<file path="src/rtl/serial_addsub.sv">
// serial_addsub: bit-serial adder/subtractor, one bit cell per clock, LSB first.
// Operands and mode are captured on an accepted start. The carry/borrow ripples
// through a single flop across WIDTH RUN cycles, and the result is assembled by
// shifting each new bit in at the MSB.
// Optional feature: define SERIAL_ADDSUB_OVF_EN to add the 'ovf' output, which
// reports signed two's-complement overflow for the finished operation.
module serial_addsub #(
    parameter int WIDTH = 8
) (
    input  logic             clk,
    input  logic             rst,
    input  logic             start,
    input  logic             mode,
    input  logic [WIDTH-1:0] a,
    input  logic [WIDTH-1:0] b,
    output logic             busy,
    output logic             done,
    output logic [WIDTH-1:0] result,
`ifdef SERIAL_ADDSUB_OVF_EN
    output logic             cout,
    output logic             ovf
`else
    output logic             cout
`endif
);

    // Width of the bit counter; it only needs to reach WIDTH-1.
    localparam int CW = (WIDTH > 1) ? $clog2(WIDTH) : 1;
    localparam logic [CW-1:0] LAST_BIT = CW'(WIDTH - 1);

    // FSM encoding.
    localparam logic [1:0] IDLE = 2'd0;
    localparam logic [1:0] RUN  = 2'd1;
    localparam logic [1:0] DONE = 2'd2;

    logic [1:0]       state_q, state_d;
    logic [WIDTH-1:0] a_q, a_d;
    logic [WIDTH-1:0] b_q, b_d;
    logic             mode_q, mode_d;
    logic             c_q, c_d;
    logic [CW-1:0]    cnt_q, cnt_d;
    logic [WIDTH-1:0] res_q, res_d;
    logic             cout_q, cout_d;
    logic             busy_q, busy_d;
    logic             done_q, done_d;
`ifdef SERIAL_ADDSUB_OVF_EN
    // The operand MSBs shift out during RUN, so their signs are kept aside
    // for the overflow decision made on the last bit.
    logic             a_msb_q, a_msb_d;
    logic             b_msb_q, b_msb_d;
    logic             ovf_q, ovf_d;
    logic             ovf_calc;
`endif

    // Single bit cell signals.
    logic bit_a;
    logic bit_b;
    logic bit_x;
    logic bit_s;
    logic carry_add;
    logic borrow_sub;
    logic c_next;

    // One full-adder / full-subtractor cell operating on the operand LSBs.
    always_comb begin
        bit_a      = a_q[0];
        bit_b      = b_q[0];
        bit_x      = bit_a ^ bit_b;
        bit_s      = bit_x ^ c_q;
        carry_add  = (bit_a & bit_b) | (c_q & bit_x);
        borrow_sub = (~bit_a & bit_b) | (c_q & ~bit_x);
        c_next     = mode_q ? borrow_sub : carry_add;
    end

`ifdef SERIAL_ADDSUB_OVF_EN
    // Signed overflow, evaluated with the final result MSB (the last sum bit).
    always_comb begin
        if (mode_q) begin
            ovf_calc = (a_msb_q != b_msb_q) && (bit_s != a_msb_q);
        end else begin
            ovf_calc = (a_msb_q == b_msb_q) && (bit_s != a_msb_q);
        end
    end
`endif

    // Next-state and datapath control for the IDLE -> RUN -> DONE sequence.
    always_comb begin
        state_d = state_q;
        a_d     = a_q;
        b_d     = b_q;
        mode_d  = mode_q;
        c_d     = c_q;
        cnt_d   = cnt_q;
        res_d   = res_q;
        cout_d  = cout_q;
        busy_d  = busy_q;
        done_d  = 1'b0;
`ifdef SERIAL_ADDSUB_OVF_EN
        a_msb_d = a_msb_q;
        b_msb_d = b_msb_q;
        ovf_d   = ovf_q;
`endif
        case (state_q)
            IDLE: begin
                busy_d = 1'b0;
                if (start) begin
                    a_d     = a;
                    b_d     = b;
                    mode_d  = mode;
                    c_d     = 1'b0;
                    cnt_d   = '0;
                    busy_d  = 1'b1;
                    state_d = RUN;
`ifdef SERIAL_ADDSUB_OVF_EN
                    a_msb_d = a[WIDTH-1];
                    b_msb_d = b[WIDTH-1];
`endif
                end
            end
            RUN: begin
                res_d = {bit_s, res_q[WIDTH-1:1]};
                a_d   = a_q >> 1;
                b_d   = b_q >> 1;
                c_d   = c_next;
                cnt_d = cnt_q + 1'b1;
                if (cnt_q == LAST_BIT) begin
                    cnt_d   = '0;
                    cout_d  = c_next;
                    busy_d  = 1'b0;
                    done_d  = 1'b1;
                    state_d = DONE;
`ifdef SERIAL_ADDSUB_OVF_EN
                    ovf_d   = ovf_calc;
`endif
                end
            end
            DONE: begin
                // start is deliberately ignored here; the next accept is from IDLE.
                busy_d  = 1'b0;
                state_d = IDLE;
            end
            default: begin
                busy_d  = 1'b0;
                state_d = IDLE;
            end
        endcase
    end

    // State registers with asynchronous active-high reset.
    always_ff @(posedge clk or posedge rst) begin
        if (rst) begin
            state_q <= IDLE;
            a_q     <= '0;
            b_q     <= '0;
            mode_q  <= 1'b0;
            c_q     <= 1'b0;
            cnt_q   <= '0;
            res_q   <= '0;
            cout_q  <= 1'b0;
            busy_q  <= 1'b0;
            done_q  <= 1'b0;
        end else begin
            state_q <= state_d;
            a_q     <= a_d;
            b_q     <= b_d;
            mode_q  <= mode_d;
            c_q     <= c_d;
            cnt_q   <= cnt_d;
            res_q   <= res_d;
            cout_q  <= cout_d;
            busy_q  <= busy_d;
            done_q  <= done_d;
        end
    end

`ifdef SERIAL_ADDSUB_OVF_EN
    // Overflow flag and captured operand signs.
    always_ff @(posedge clk or posedge rst) begin
        if (rst) begin
            a_msb_q <= 1'b0;
            b_msb_q <= 1'b0;
            ovf_q   <= 1'b0;
        end else begin
            a_msb_q <= a_msb_d;
            b_msb_q <= b_msb_d;
            ovf_q   <= ovf_d;
        end
    end

    assign ovf = ovf_q;
`endif

    assign busy   = busy_q;
    assign done   = done_q;
    assign result = res_q;
    assign cout   = cout_q;

endmodule

</file>
<file path="config.mk">
export PLATFORM = sky130hd
export DESIGN_NAME = serial_addsub
export DESIGN_NICKNAME = d
export VERILOG_FILES = /design/src/rtl/serial_addsub.sv
export SDC_FILE = /design/constraint.sdc
export NUM_CORES = 1
export LEC_CHECK = 0
export ABC_AREA = 1
export CAP_MARGIN = 20
export CORE_MARGIN = 4
export CORE_UTILIZATION = 55
export CTS_CLUSTER_DIAMETER = 120
export DETAILED_ROUTE_END_ITERATION = 6
export GPL_TIMING_DRIVEN = 0
export PLACE_DENSITY = 0.88
export REMOVE_ABC_BUFFERS = 1
export SLEW_MARGIN = 20
export SYNTH_ARGS = -nofsm -noshare
export SYNTH_HDL_FRONTEND = slang
export SYNTH_SLANG_ARGS = --single-unit
</file>
<file path="constraint.sdc">
create_clock -name clk -period 4.1 [get_ports clk]
set_clock_uncertainty 0.1 [all_clocks]
set_input_delay 0.82 -clock clk [delete_from_list [all_inputs] [get_ports clk]]
set_output_delay 0.82 -clock clk [all_outputs]
set_load 0.1 [all_outputs]
</file>
==> results.yml, run 1 <==
clock_tree:
  hold_buffers: 0
  cts_buffers: 5
  clk_pin_slew_ns: 0.12
  cts-resized-gates: 0
  cts_setup_buffers: 0
  clock_latency_ns: 0.34
  clk_path_buf_depth: 2
  h-tree-depth: 2
  cts_tree: "yes"
  cts-root-buf: "clkbuf_4"
  cts.sinks: 34
placement:
  globalplace.congestion: 0.7578
  placed_cells: 263
  dpl_cell_area_um2: 1967
  io_buffers: 30
  hpwl_mm: 2.187
  place_worst_setup_slack_ns: 1.688
power_and_ir_drop:
  clkPwrFrac_pct: 13.9
  peakVddDrop_uv: 574.5
  totalPowerFinal_mw: 1.779
  power.switching_mw: 0.8969
  switching_share_pct: 50.41
  p_seq_share_pct: 33.9
  power_density_nw_per_um2: 868.2
  p_int_mw: 0.8824
  power.share.combinational_pct: 52.2
  p_leak_nw: 1.101
logic_synthesis:
  post-synth-top-area-cell: "dfrtp_1"
  yosysSeqAreaShare_pct: 50.30
  synthesis.area_um2: 1692
  synth_top_area_share_pct: 50.30
  synth.avg_cell_area_um2: 8.055
  synth_edf_count: 0
  yosys_warnings: 0
  synth-async-reset-ratio_pct: 100.0
  synth.most_common_cell: "nand2_1"
  ys_ff_latch: 34
  syn_inst: 210
  netlist_top_cells_count: "nand2_1, inv_1, dfrtp_1, nand3_1, o21ai_0"
  synth_ff_type: "dfrtp_1"
  synth_cell_types: 16
  synth_area_leaders: "dfrtp_1, nand2_1, nand3_1, inv_1, o21ai_0"
timing:
  fin_crit_ns: 2.795
  final.hold.worst_slack_ns: 0.3896
  setup_viol: 0
  fin_ws_ns: 1.305
  finalHoldViolCount: 0
  max-slew-margin-rel_pct: 35.12
  fin_crit_sh_pct: 68.18
  maxSlewViolCount: 0
  fmax_mhz: 357.8
  rsz0062_at_grt: "no"
  tightestPinTransition_ns: 0.9702
  tns_ns: 0
layout:
  stdcell_count: 271
  final_nets: 263
  area_growth_pct: 21.15
  utilization_pct: 71.84
  diodes: 0
  drive_above_1_share_pct: 6.250
  stdcell_area_um2: 2049
detailed_routing:
  antenna_left: 0
  met1Wirelength_mm: 1.400
  wl_mm: 3.193
  via_per_inst: 4.956
  drc_errors: 0
  route.top_layer_used: "met4"
  wl_met2_mm: 1.596
  wl_met3_um: 140
  wire_per_inst_um: 11.78
  drt_pass1_iterations: 4
  drtIter0Drc: 81
  route.vias.total: 1343
global_route:
  gr-total-overflow: 0
  grt_pass1_vias: 1298
  grt_max_degree: 35
  grt_antenna_before_repair: 0
  grt_pass1_wl_mm: 5.706
  grtUsageTotal_pct: 18.32
critical_path:
  max_stage_delay_ns: 1.14
  arrival_ns: 1.88
  slowest_stage: "clkdlybuf4s50_1"
  crit_family: "buffers and inverters"
  cp-end-kind: "output pin"
  path_cells: "clkdlybuf4s50_1"
  cp_max_fo: 3
  crit_type: "reg2out"
  start_kind: "flip-flop"
  cp.buffers_inverters: 1
  cp.required_ns: 3.18
min_path:
  hp-class: "reg2reg"
job:
  max_cap_viol_count: 0
floorplan:
  coreArea_um2: 2853
  die_x_um: 63.46
  die_area_um2: 4027
  die_y_um: 63.46
  ios: 31
  initial_core_util_pct: 59.30
  placementRows: 19
outcome:
  status: "finished clean"
## layout make-up
| class | instances | area, µm² |
|---|---|---|
| Timing Repair Buffer | 30 | 300.3 |
| Clock buffer | 5 | 37.54 |
| Fill cell | 213 | 803.3 |
| Inverter | 38 | 147.6 |
| Sequential cell | 34 | 850.8 |
| Tap cell | 31 | 38.79 |
| Clock inverter | 3 | 45.04 |
| Multi-Input combinational cell | 130 | 629.4 |
## kinds of logic after synthesis
| kind of cell | after synthesis | share of synthesized area [%] |
|---|---|---|
| buf+inv | 46 | 12.50 |
| fa+ha+maj | 4 | 3.846 |
| simple gates | 117 | 30.69 |
| flops | 34 | 50.30 |
| compound gates | 9 | 2.663 |
## routing by layer
metal	track usage, %	vias up
li1	-	690
met1	22.92	617
met5	0	-
met2	29.47	30
met4	5.660	0
met3	6.750	6
## power groups by stage
stage | Clock, mW | Combinational, mW | Sequential, mW
2_1_floorplan | 0 | 0.398 | 0.912
3_3_place_gp | 0 | 0.905 | 0.606
3_5_place_dp | 0 | 0.937 | 0.608
4_1_cts | 0.249 | 0.940 | 0.603
5_1_grt | 0.269 | 1.03 | 0.629
6_report | 0.247 | 0.929 | 0.603
## sequential cells by signal (all words and copies together), names as in the netlist
name and flops:
cnt_q 3, state_q 2, result 8, busy 1, mode_q 1, b_q 8, cout 1, a_q 8
c_q 1, done 1
## placed cells by master, fill, tap and decap left out
cell and instances:
bufinv_16 1, clkbuf_4 5, clkdlybuf4s50_1 30, clkinvlp_4 2, dfrtp_1 34, fa_1 2, ha_1 2, inv_1 35
inv_2 2, inv_6 1, nand2_1 79, nand2_4 1, nand2_8 2, nand3_1 30, nor2_1 4, nor2_2 1
o21ai_0 9
## path summary, 6_finish.rpt
path	startpoint	endpoint	slack, ns	depth (start not counted)
setup / recovery	result[3]	result[3]	1.30	1
hold / removal	a_q[5]	a_q[5]	0.39	2
setup reg to reg	state_q[0]	cnt_q[0]	2.26	4
hold reg to reg	a_q[5]	a_q[5]	0.39	2
max in group asynchronous	rst	result[0]	2.66	2
min in group asynchronous	rst	cnt_q[2]	0.80	2
(Power assumes the default switching activity.)
==> run 2, diff against run 1 <==
Settings changed: CORE_UTILIZATION 55 to 51, PLACE_DENSITY 0.88 to 0.83.
Clock period 4.1 ns to 2.6 ns, I/O delays scaled along.
==> run 2 against run 1 <==
  * Sequential share of layout area is 0.13 points higher
  * Combinational power is 55% higher
  * Via count is 1.0% higher
  * Sequential power is 58% higher
  * Count of clock-buffer cells in the layout is 2 higher
  * Critical path depth stayed put
  * Power is 51% higher
  * Design area is 0.31% lower
  * Routed wire length is 5.8% lower
  * Non-clock buffer count stayed put
  * Register-to-register slack worse by 1.4 ns
==> results.yml, run 2 (synthesis gave the netlist of run 1 again) <==
detailed_routing:
  wl_met2_mm: 1.515
  drc_errors: 0
  antenna_left: 0
  drtIter0Drc: 145
  wl_mm: 3.009
  wl_met3_um: 112
  via_per_inst: 4.778
  wire_per_inst_um: 10.60
  route.vias.total: 1357
  met1Wirelength_mm: 1.350
  route.top_layer_used: "met4"
  drt_pass1_iterations: 5
critical_path:
  cp.required_ns: 1.98
  crit_family: "buffers and inverters"
  reg2reg_to: "cnt_q[0]"
  cp_num_cells: 1
  crit_type: "reg2out"
  path_cells: "clkdlybuf4s50_1"
  arrival_ns: 1.88
  cp_max_fo: 3
  cp-end-kind: "output pin"
  worst-r2r-cell-count: 4
  max_stage_delay_ns: 1.16
  slowest_stage: "clkdlybuf4s50_1"
  r2r_start: "state_q[0]"
  start_kind: "flip-flop"
  cp.buffers_inverters: 1
  rrSetupSlack_ns: 0.88
layout:
  seqCellArea_um2: 850.8
  final_cell_mix: "nand2_1, inv_1, dfrtp_1"
  drive_above_1_share_pct: 5.833
  diodes: 0
  final_nets: 263
  area_growth_pct: 20.78
  n_fill_cell: 277
  utilization_pct: 65.85
  multi_input_comb_area_um2: 629.4
  final_common_cell: "nand2_1"
min_path:
  min_to: "a_q[1]"
  min_from: "a_q[1]"
  hp-class: "reg2reg"
  hold_path_depth: 2
power_and_ir_drop:
  power.share.combinational_pct: 53.6
  power.switching_mw: 1.372
  peakVddDrop_uv: 1149
  switching_share_pct: 50.97
  clkPwrFrac_pct: 10.9
  p_int_mw: 1.320
  p_seq_share_pct: 35.5
  p_leak_nw: 1.099
  power_density_nw_per_um2: 1318
floorplan:
  initial_core_util_pct: 54.52
  ios: 31
  placementRows: 20
  coreArea_um2: 3103
  die_x_um: 65.59
  die_area_um2: 4302
  die_y_um: 65.59
timing:
  fmax_mhz: 400.6
  fin_crit_sh_pct: 96.02
  setup_viol: 0
  tns_ns: 0
  finalHoldViolCount: 0
  fin_crit_ns: 2.497
  max-slew-margin-rel_pct: 34.89
  tightestPinTransition_ns: 0.9736
  maxSlewViolCount: 0
  rsz0062_at_grt: "no"
global_route:
  grt_antenna_before_repair: 0
  gr-total-overflow: 0
  grtUsageTotal_pct: 15.89
  grt_max_degree: 35
  grt_pass1_wl_mm: 5.223
  grt_pass1_vias: 1257
placement:
  globalplace.congestion: 0.7403
  hpwl_mm: 2.060
  io_buffers: 30
clock_tree:
  cts-resized-gates: 0
  cts_tree: "yes"
  hold_buffers: 0
  cts-root-buf: "clkbuf_4"
  cts_buffers: 5
  clk_pin_slew_ns: 0.09
  clk_path_buf_depth: 2
  clock_latency_ns: 0.33
  cts.sinks: 34
  h-tree-depth: 2
  cts_setup_buffers: 0
outcome:
  status: "finished clean"
job:
  max_cap_viol_count: 0
[run 2: cell types whose count changed in the layout (fill, tap and decap cells not counted)]
cell        delta
bufinv_16      -1
clkbuf_1       +1
clkinv_2       +1
clkinvlp_4     -2
clkbuf_8       +1
[run 2: per-layer routing]
layer,vias up,global-route usage [%]
met5,-,0
met1,644,19.18
met3,2,3.590
met4,0,6.995
met2,21,27.05
li1,690,-
[run 2: through the flow]
| step | area, µm² | cells | total power [mW] | worst slack (ns) | hold WS (ns) |
|---|---|---|---|---|---|
| 3_5_place_dp | 1983 | 276 | 2.427 | 0.4596 | 0.3655 |
| 6_report | 2043 | 284 | 2.692 | 0.1035 | 0.3867 |
| 3_3_place_gp | 1983 | 276 | 2.388 | 0.4538 | 0.3617 |
| 5_1_grt | 2043 | 284 | 2.931 | 0.05192 | 0.4110 |
| 2_1_floorplan | 1628 | 202 | 2.065 | 1.068 | 0.3459 |
| 4_1_cts | 2043 | 284 | 2.725 | 0.08147 | 0.3901 |
[run 2: worst max-delay path by stage]
stage,startpoint,end
floorplan,result[1],result[1]
global placement,result[6],result[6]
detailed placement,result[6],result[6]
CTS,result[6],result[6]
global route,result[6],result[6]
finish,result[6],result[6]
[run 2: power by group through the flow]
stage / Combinational, mW / Clock (mW) / Sequential [mW]
finish: 1.44 / 0.294 / 0.955
CTS: 1.47 / 0.301 / 0.955
floorplan: 0.627 / 0 / 1.44
global placement: 1.43 / 0 / 0.957
global route: 1.61 / 0.326 / 0.995
detailed placement: 1.46 / 0 / 0.964
[run 2: area by class of cell]
class,instances,area share [%]
Timing Repair Buffer,30,14.70
Sequential cell,34,41.64
Clock inverter,1,0.2449
Clock buffer,7,2.694
Tap cell,44,2.694
Multi-Input combinational cell,130,30.80
Inverter,38,7.226
